$ cat src/rtl/decode_stage.sv
// RV32I decode stage: field extraction, immediate build, opcode classification,
// load-use hazard detection and the decode/execute pipeline register. Macro RV32M_EN adds M-extension ops.
module decode_stage #(
  parameter logic [31:0] PC_RESET = 32'h0000_0000
) (
  input  logic        clk,
  input  logic        rstn,
  input  logic [31:0] i_pc,
  input  logic [31:0] i_instr,
  input  logic        i_ce,
  output logic [4:0]  o_rs1_addr,
  output logic [4:0]  o_rs2_addr,
  output logic [4:0]  o_rd_addr,
  output logic [4:0]  o_rs1_q,
  output logic [4:0]  o_rs2_q,
  output logic [31:0] o_imm,
  output logic [2:0]  o_funct3,
  output logic [6:0]  o_funct7,
  output logic [10:0] o_op,
  output logic        o_illegal,
  output logic [31:0] o_pc,
  output logic [31:0] o_instr,
  output logic        o_ce,
`ifdef RV32M_EN
  output logic        o_muldiv,
`endif
  input  logic        i_ex_load,
  input  logic        i_ex_ce,
  input  logic [4:0]  i_ex_rd,
  input  logic        i_stall,
  input  logic        i_flush,
  output logic        o_stall
);

  logic [6:0]  opcode_s;
  logic [2:0]  f3_s;
  logic [6:0]  f7_s;
  logic [10:0] op_s;
  logic [31:0] imm_s;
  logic        illegal_s;
  logic        uses_rs1_s;
  logic        uses_rs2_s;
  logic        hazard_s;
  logic        load_s;
`ifdef RV32M_EN
  logic        muldiv_s;
  logic        muldiv_r;
`endif

  logic        ce_r;
  logic [31:0] pc_r;
  logic [31:0] instr_r;
  logic [31:0] imm_r;
  logic [10:0] op_r;
  logic        illegal_r;

  assign opcode_s   = i_instr[6:0];
  assign f3_s       = i_instr[14:12];
  assign f7_s       = i_instr[31:25];
  assign o_rs1_addr = i_instr[19:15];
  assign o_rs2_addr = i_instr[24:20];

  // Opcode classification; bit order {fence,system,op,op_imm,store,load,branch,jalr,jal,auipc,lui}
  always_comb begin
    op_s = 11'h000;
    case (opcode_s)
      7'b0110111: op_s = 11'h001;
      7'b0010111: op_s = 11'h002;
      7'b1101111: op_s = 11'h004;
      7'b1100111: op_s = 11'h008;
      7'b1100011: op_s = 11'h010;
      7'b0000011: op_s = 11'h020;
      7'b0100011: op_s = 11'h040;
      7'b0010011: op_s = 11'h080;
      7'b0110011: op_s = 11'h100;
      7'b1110011: op_s = 11'h200;
      7'b0001111: op_s = 11'h400;
      default:    op_s = 11'h000;
    endcase
  end

  // Sign-extended immediate selected by instruction format
  always_comb begin
    imm_s = 32'h0000_0000;
    if (op_s[0] || op_s[1]) begin
      imm_s = {i_instr[31:12], 12'h000};
    end else if (op_s[2]) begin
      imm_s = {{12{i_instr[31]}}, i_instr[19:12], i_instr[20], i_instr[30:21], 1'b0};
    end else if (op_s[4]) begin
      imm_s = {{20{i_instr[31]}}, i_instr[7], i_instr[30:25], i_instr[11:8], 1'b0};
    end else if (op_s[6]) begin
      imm_s = {{21{i_instr[31]}}, i_instr[30:25], i_instr[11:7]};
    end else if (op_s[3] || op_s[5] || op_s[7] || op_s[9]) begin
      imm_s = {{21{i_instr[31]}}, i_instr[30:20]};
    end else begin
      imm_s = 32'h0000_0000;
    end
  end

  // Illegal encodings within recognised classes; unrecognised opcodes are always illegal
  always_comb begin
    illegal_s = 1'b0;
`ifdef RV32M_EN
    muldiv_s  = 1'b0;
`endif
    if (op_s == 11'h000) begin
      illegal_s = 1'b1;
    end else if (op_s[3]) begin
      illegal_s = (f3_s != 3'b000);
    end else if (op_s[4]) begin
      illegal_s = (f3_s == 3'b010) || (f3_s == 3'b011);
    end else if (op_s[5]) begin
      illegal_s = (f3_s == 3'b011) || (f3_s[2:1] == 2'b11);
    end else if (op_s[6]) begin
      illegal_s = (f3_s >= 3'b011);
    end else if (op_s[7]) begin
      if (f3_s == 3'b001) begin
        illegal_s = (f7_s != 7'h00);
      end else if (f3_s == 3'b101) begin
        illegal_s = (f7_s != 7'h00) && (f7_s != 7'h20);
      end else begin
        illegal_s = 1'b0;
      end
    end else if (op_s[8]) begin
      if (f7_s == 7'h00) begin
        illegal_s = 1'b0;
      end else if (f7_s == 7'h20) begin
        illegal_s = (f3_s != 3'b000) && (f3_s != 3'b101);
`ifdef RV32M_EN
      end else if (f7_s == 7'h01) begin
        illegal_s = 1'b0;
        muldiv_s  = 1'b1;
`endif
      end else begin
        illegal_s = 1'b1;
      end
    end else begin
      illegal_s = 1'b0;
    end
  end

  assign uses_rs1_s = op_s[3] | op_s[4] | op_s[5] | op_s[6] | op_s[7] | op_s[8];
  assign uses_rs2_s = op_s[4] | op_s[6] | op_s[8];
  assign hazard_s   = i_ce & i_ex_ce & i_ex_load & (i_ex_rd != 5'd0) &
                      ((uses_rs1_s & (i_instr[19:15] == i_ex_rd)) |
                       (uses_rs2_s & (i_instr[24:20] == i_ex_rd)));
  assign o_stall    = i_stall | hazard_s;
  assign load_s     = ~i_flush & ~i_stall & ~hazard_s & i_ce;

  // Valid bit: flush beats stall, stall beats hazard bubble
  always_ff @(posedge clk or negedge rstn) begin
    if (!rstn) begin
      ce_r <= 1'b0;
    end else if (i_flush) begin
      ce_r <= 1'b0;
    end else if (i_stall) begin
      ce_r <= ce_r;
    end else if (hazard_s) begin
      ce_r <= 1'b0;
    end else begin
      ce_r <= i_ce;
    end
  end

  // Data registers capture only on an accepted valid instruction
  always_ff @(posedge clk or negedge rstn) begin
    if (!rstn) begin
      pc_r      <= PC_RESET;
      instr_r   <= 32'h0000_0000;
      imm_r     <= 32'h0000_0000;
      op_r      <= 11'h000;
      illegal_r <= 1'b0;
`ifdef RV32M_EN
      muldiv_r  <= 1'b0;
`endif
    end else if (load_s) begin
      pc_r      <= i_pc;
      instr_r   <= i_instr;
      imm_r     <= imm_s;
      op_r      <= op_s;
      illegal_r <= illegal_s;
`ifdef RV32M_EN
      muldiv_r  <= muldiv_s;
`endif
    end
  end

  assign o_ce      = ce_r;
  assign o_pc      = pc_r;
  assign o_instr   = instr_r;
  assign o_imm     = imm_r;
  assign o_op      = op_r;
  assign o_illegal = illegal_r;
  assign o_rd_addr = instr_r[11:7];
  assign o_rs1_q   = instr_r[19:15];
  assign o_rs2_q   = instr_r[24:20];
  assign o_funct3  = instr_r[14:12];
  assign o_funct7  = instr_r[31:25];
`ifdef RV32M_EN
  assign o_muldiv  = muldiv_r;
`endif

endmodule

$ cat config.mk
export PLATFORM = sky130hd
export DESIGN_NAME = decode_stage
export DESIGN_NICKNAME = d
export VERILOG_FILES = /design/src/rtl/decode_stage.sv
export SDC_FILE = /design/constraint.sdc
export NUM_CORES = 1
export LEC_CHECK = 0
export ABC_AREA = 0
export BUFFER_PORTS_ARGS = -buffer_cell sky130_fd_sc_hd__buf_2
export CORE_MARGIN = 2
export CORE_UTILIZATION = 40
export DETAILED_ROUTE_END_ITERATION = 10
export PLACE_DENSITY_LB_ADDON = 0.08
export SLEW_MARGIN = 25
export SYNTH_ARGS = -nofsm -noshare
export SYNTH_HDL_FRONTEND = slang
export SYNTH_SLANG_ARGS = --single-unit
$ cat constraint.sdc
create_clock -name clk -period 3 [get_ports clk]
set_clock_uncertainty 0.15 [all_clocks]
set_input_delay 0.3 -clock clk [delete_from_list [all_inputs] [get_ports clk]]
set_output_delay 0.3 -clock clk [all_outputs]
set_load 0.005 [all_outputs]
# After elaboration in Yosys (flattened, before gate mapping)
# Index checks and enable logic that the tools add are counted.
[totals]
register_bits = 109
out_inout_bits = 145
[op_classes]
n_lt_le_gt_ge = 1
n_eq_ne = 22
n_mux = 20
bitwise = 21
n_reduce_logical = 13
[ops]
columns = ["cell", "count"]
rows = [
  ["$mux 32", 5],
  ["$pmux 11 s11", 1],
  ["$eq 7x6->1 const B", 4],
  ["$eq 7x7->1 const B", 4],
  ["$eq 7x5->1 const B", 2],
  ["$mux 1", 14],
  ["$logic_not 11->1", 1],
  ["$eq 5x5->1", 2],
  ["$and 1x1->1", 9],
  ["$or 1x1->1", 9],
  ["$eq 7x2->1 const B", 1],
  ["$eq 7x4->1 const B", 1],
  ["$logic_not 7->1", 1],
  ["$ne 7x6->1 const B", 1],
  ["$reduce_bool 7->1", 1],
  ["$eq 3x2->1 const B", 2],
  ["$logic_or 1x1->1", 6],
  ["$reduce_bool 5->1", 1],
  ["$eq 3x1->1 const B", 1],
  ["$eq 3x3->1 const B", 1],
  ["$ge 3x2->1 const B", 1],
  ["$ne 3x3->1 const B", 1],
  ["$not 1->1", 3],
  ["$reduce_bool 3->1", 1],
  ["other kinds (3)", 4],
]

# Depth between registers and ports, before layout
[depth]
word_depth = 13
depth_mapped = 10
mapped_depth_nobuf = 6

# Least setup slack after synthesis
# No wires, ideal clock.
[synth_path]
kind = "input port to flip-flop"
startpoint = "input port i_instr[3]"
endpoint = "register imm_r[4], in the netlist o_imm[4]"
setup_ns = 0.128
arrival_ns = 1.692
path_slack_ns = 1.030
stages = 9
path_cell_list = "and3b_1 buf_2 nand4_1 nor4_1 o21ai_1 nand3_1 buf_6 buf_6 mux2_1"
[synth_via]
elab_chain_len = 13
[synth_rtl]
columns = ["element", "line", "source"]
rows = [
  ["start: declaration", "9", "input logic [31:0] i_instr,"],
  ["$eq 7x4->1, or another cell as far along", "66", "case (opcode_s)"],
  ["$pmux 11 s11 (*)", "66", ""],
  ["$or 1x1->1 (5 in a row)", "142", "assign uses_rs1_s = op_s[3] | op_s[4] | op_s[5] | op_s[6] | op_s[7] | op_s[8];"],
  ["$and 1x1->1", "145", "((uses_rs1_s & (i_instr[19:15] == i_ex_rd)) |"],
  ["$or 1x1->1", "145", ""],
  ["$and 1x1->1", "144", "assign hazard_s = i_ce & i_ex_ce & i_ex_load & (i_ex_rd != 5'd0) &"],
  ["$not 1->1", "148", "assign load_s = ~i_flush & ~i_stall & ~hazard_s & i_ce;"],
  ["$and 1x1->1 (2 in a row)", "148", ""],
  ["end signal: assignment", "179", "imm_r <= imm_s;"],
  ["end: declaration", "53", "logic [31:0] imm_r;"],
]
# Every way passes the cells marked *; elsewhere a longest branch is shown, timed or not.
# A chain may end at the register's enable or synchronous reset.

# Final worst setup path
[layout_path]
startpoint = "input port i_instr[5]"
endpoint = "register op_r[5], in the netlist o_op[5]"
[layout_via]
elab_chain_len = 13
[layout_rtl]
columns = ["element", "line", "source"]
rows = [
  ["$eq 7x4->1, or another cell as far along", "66", ""],
  ["$pmux 11 s11 (*)", "66", ""],
  ["$or 1x1->1 (5 in a row)", "142", ""],
  ["$and 1x1->1", "145", ""],
  ["$or 1x1->1", "145", ""],
  ["$and 1x1->1", "144", ""],
  ["$not 1->1", "148", ""],
  ["$and 1x1->1 (2 in a row)", "148", ""],
  ["end signal: assignment", "180", "op_r <= op_s;"],
  ["end: declaration", "54", "logic [10:0] op_r;"],
]
# Marks and branches as above.

==> results.md <==
- H-tree Lvls: 3
- Reg power frac: 48.0%
- Startpoint types: input port
- Data required time of the worst path: 3.09 ns
- Hold Crit Depth: 2
- ANT nets after route: 0
- IO Count: 221
- Yosys cell types: 43
- Vias: 3896
- Slew Viols, Final: 0
- Detailed Place HPWL: 9.64 mm
- WL final: 13.2 mm
- Pint: 2.69 mW
- Placed Area: 6200 sq um
- Register area share after synthesis: 52.1%
- Via density: 4.90
- Detailed Routing Iterations Pass 1: 4
- Final setup vio count: 0
- Pleak: 3.40 nW
- PwrDens: 562 nW/um^2
- Post-Syn Instances: 437
- Layout Nets: 694
- Die Ht: 118 microns
- Final Cycle Share: 75.1%
- Logic pwr share: 19.0%
- Syn avg cell area: 12.0 sq um
- Initial antenna violation count: 0
- Die width: 118 microns
- DR DRC count: 0
- Crit-path max FO: 56
- Mapped Nets: 513
- Starting DRT DRC Count: 235
- Placer congestion estimate: 0.833
- Kind of critical path: input port to flop
- Fmax: 0.444 GHz
- Starting density of the core: 41.2%
- Core Footprint: 12700 sq um
- Buffers on Ports: 220
- Outcome: completed
- Row cnt: 41
- CTS clk-pin slew, worst paths: 0.08 ns
- Ys Warns: 0
- Placed cells: 778
- Layout cells sized above 1: 52.0%
- Seq cells post-synth: 109
- Switching power share of the total: 26.5%
- RSZ-0062 raised after global routing: false
- Post-synth EDFFs: 0
- CTS root buffer: clkbuf_16
- First-pass GRT wire length: 21.0 mm
- Post-route design area: 6500 sq um
- CTS Buffer Depth: 2
- Total GRT Usage: 19.1%
- Post-Syn Area: 5240 sq um
- Die area: 14000 sq um
- CTS buffer count: 9
- Crit path DAT: 2.34 ns
- Reg area: 2730 sq um
- Hold Crit Class: input port to flop
- Fin crit period: 2.25 ns
- Overall power: 3.65 mW
- Final Hold Violating Endpoints: 0
- Primary FF master, synth: dfrtp_1
- CP endpoint kind: flop
- Number of global-route vias before repair: 3882
- Largest net degree at the start of global routing: 57
- Clock latency at the later pin of the worst-skew pair: 0.35 ns
- Maximum VDD drop: 0.000254 V
- Slew margin rel.: 54.7%
- Multi-input logic area: 1970 sq um
- Worst slew pin tran: 0.680 ns
- Clock Sink Count: 109
- Critical path cell sequence: buf_2 -> a21boi_1 -> nand4_1 -> nor4_1 -> o21ai_1 -> nand3_4 -> buf_12 -> mux2_2
- Post-Layout Cell Count: 795
- Slowest cell on crit path: mux2_2
- Antenna diode count: 0
- Filler cells: 1248
- Max cap viols: 0
- Clock Power Share: 32.9%
- Total grt overflow: 0
- WL per Instance: 16.6 microns
- Sw power: 0.968 mW
- Final setup TNS: 0 ns
- CTS resizes: 0
- Ys async rst share: 100%
- Crit path largest cell delay: 0.38 ns
- R2R depth: 1
- P&R area growth vs syn: 24.1%
- TritonCTS clock tree: built
placed cells by master, fill, tap and decap left out, types with 4 or more instances in the layout:
master	n
a21oi_1	30
a22o_1	4
buf_2	219
buf_4	4
clkbuf_16	9
dfrtp_1	109
inv_1	31
mux2_2	79
mux2i_1	29
nand2_1	17
nand2b_1	5
nand3_1	5
nor2_1	12
nor3_1	9
o21ai_0	6
xnor2_1	6
xor2_1	4
worst max-delay path, delay by kind of cell:
family / cells / cell delay [ns]
AOI/OAI and AO/OA: 2 / 0.47
buffers and inverters: 2 / 0.56
muxes: 1 / 0.38
and+or+nand+nor: 3 / 0.59
final cells by class:
class | instances | share of cell area [%]
Inverter | 31 | 1.79
Clock buffer | 9 | 3.46
Timing Repair Buffer | 226 | 18.1
Multi-Input combinational cell | 241 | 30.3
Clock inverter | 7 | 1.10
Tap cell | 172 | 3.31
Sequential cell | 109 | 41.9
per-layer routing:
| metal | track usage [%] | wire (microns) | vias up |
|---|---|---|---|
| li1 | - | - | 1827 |
| met1 | 25.4 | 5960 | 1908 |
| met2 | 30.5 | 6240 | 148 |
| met3 | 3.96 | 783 | 13 |
| met4 | 7.51 | 215 | 0 |
| met5 | 0 | 0 | - |
flip-flops by register name, summed over array words and instances, names as in the netlist:
name and flops:
o_instr 32, o_illegal 1, o_imm 32, o_pc 32
o_op 11, o_ce 1
synthesized netlist by cell type, drive strengths merged, types with 4 or more instances:
master,number,area share [%]
xor2,4,0.67
buf,51,8.0
nor2,12,0.86
nand2,17,1.2
xnor2,6,1.0
a22o,4,0.67
a21oi,30,2.9
inv,31,2.2
mux2i,29,5.5
nand3,6,0.57
nor3,9,0.86
mux2,80,17
o21ai,7,0.67
dfrtp,109,52
nand2b,5,0.60
clkbuf,5,0.36
path summary, 6_finish.rpt:
| check | start | endpoint | slack, ns |
|---|---|---|---|
| worst max-delay path | i_instr[5] | o_op[5] | 0.75 |
| worst min-delay path | i_pc[8] | o_pc[8] | 0.02 |
| worst max register to register | o_instr[22] | o_instr[22] | 2.06 |
| worst min register to register | o_imm[4] | o_imm[4] | 0.34 |
| max in group asynchronous | rstn | o_imm[15] | 1.43 |
| min in group asynchronous | rstn | o_instr[16] | 0.38 |
per-stage QoR:
stage	utilization (%)	hold slack, ns	setup WS [ns]
after floorplan	-	-0.146	1.03
after global placement	48.7	0.219	0.450
after detailed placement	48.7	0.228	0.405
after CTS	51.1	0.00974	0.776
after global routing	51.1	0.0149	0.584
final	51.1	0.0197	0.748
power by group through the flow:
stage               registers (mW)  clock network, mW  logic [mW]
CTS                           1.76               1.24       0.707
floorplan                     1.80                  0       0.375
detailed placement            1.78                  0       0.705
finish                        1.76               1.20       0.695
global placement              1.77                  0       0.699
global route                  1.78               1.31       0.763
cell families after synthesis:
family / after synthesis / synth area share (%)
AOI/OAI and AO/OA: 51 / 5.71
xor gates and xnor gates: 10 / 1.67
buffers and inverters: 87 / 10.6
DFF: 109 / 52.1
muxes: 109 / 22.7
and+or+nand+nor: 71 / 7.26
timing repair:
action | in CTS | in global routing
hold buffers | 1 | 0
setup buffers | 0 | 0
hold endpoints to repair | 48 | 0
Power figures use the tool's default switching activity.
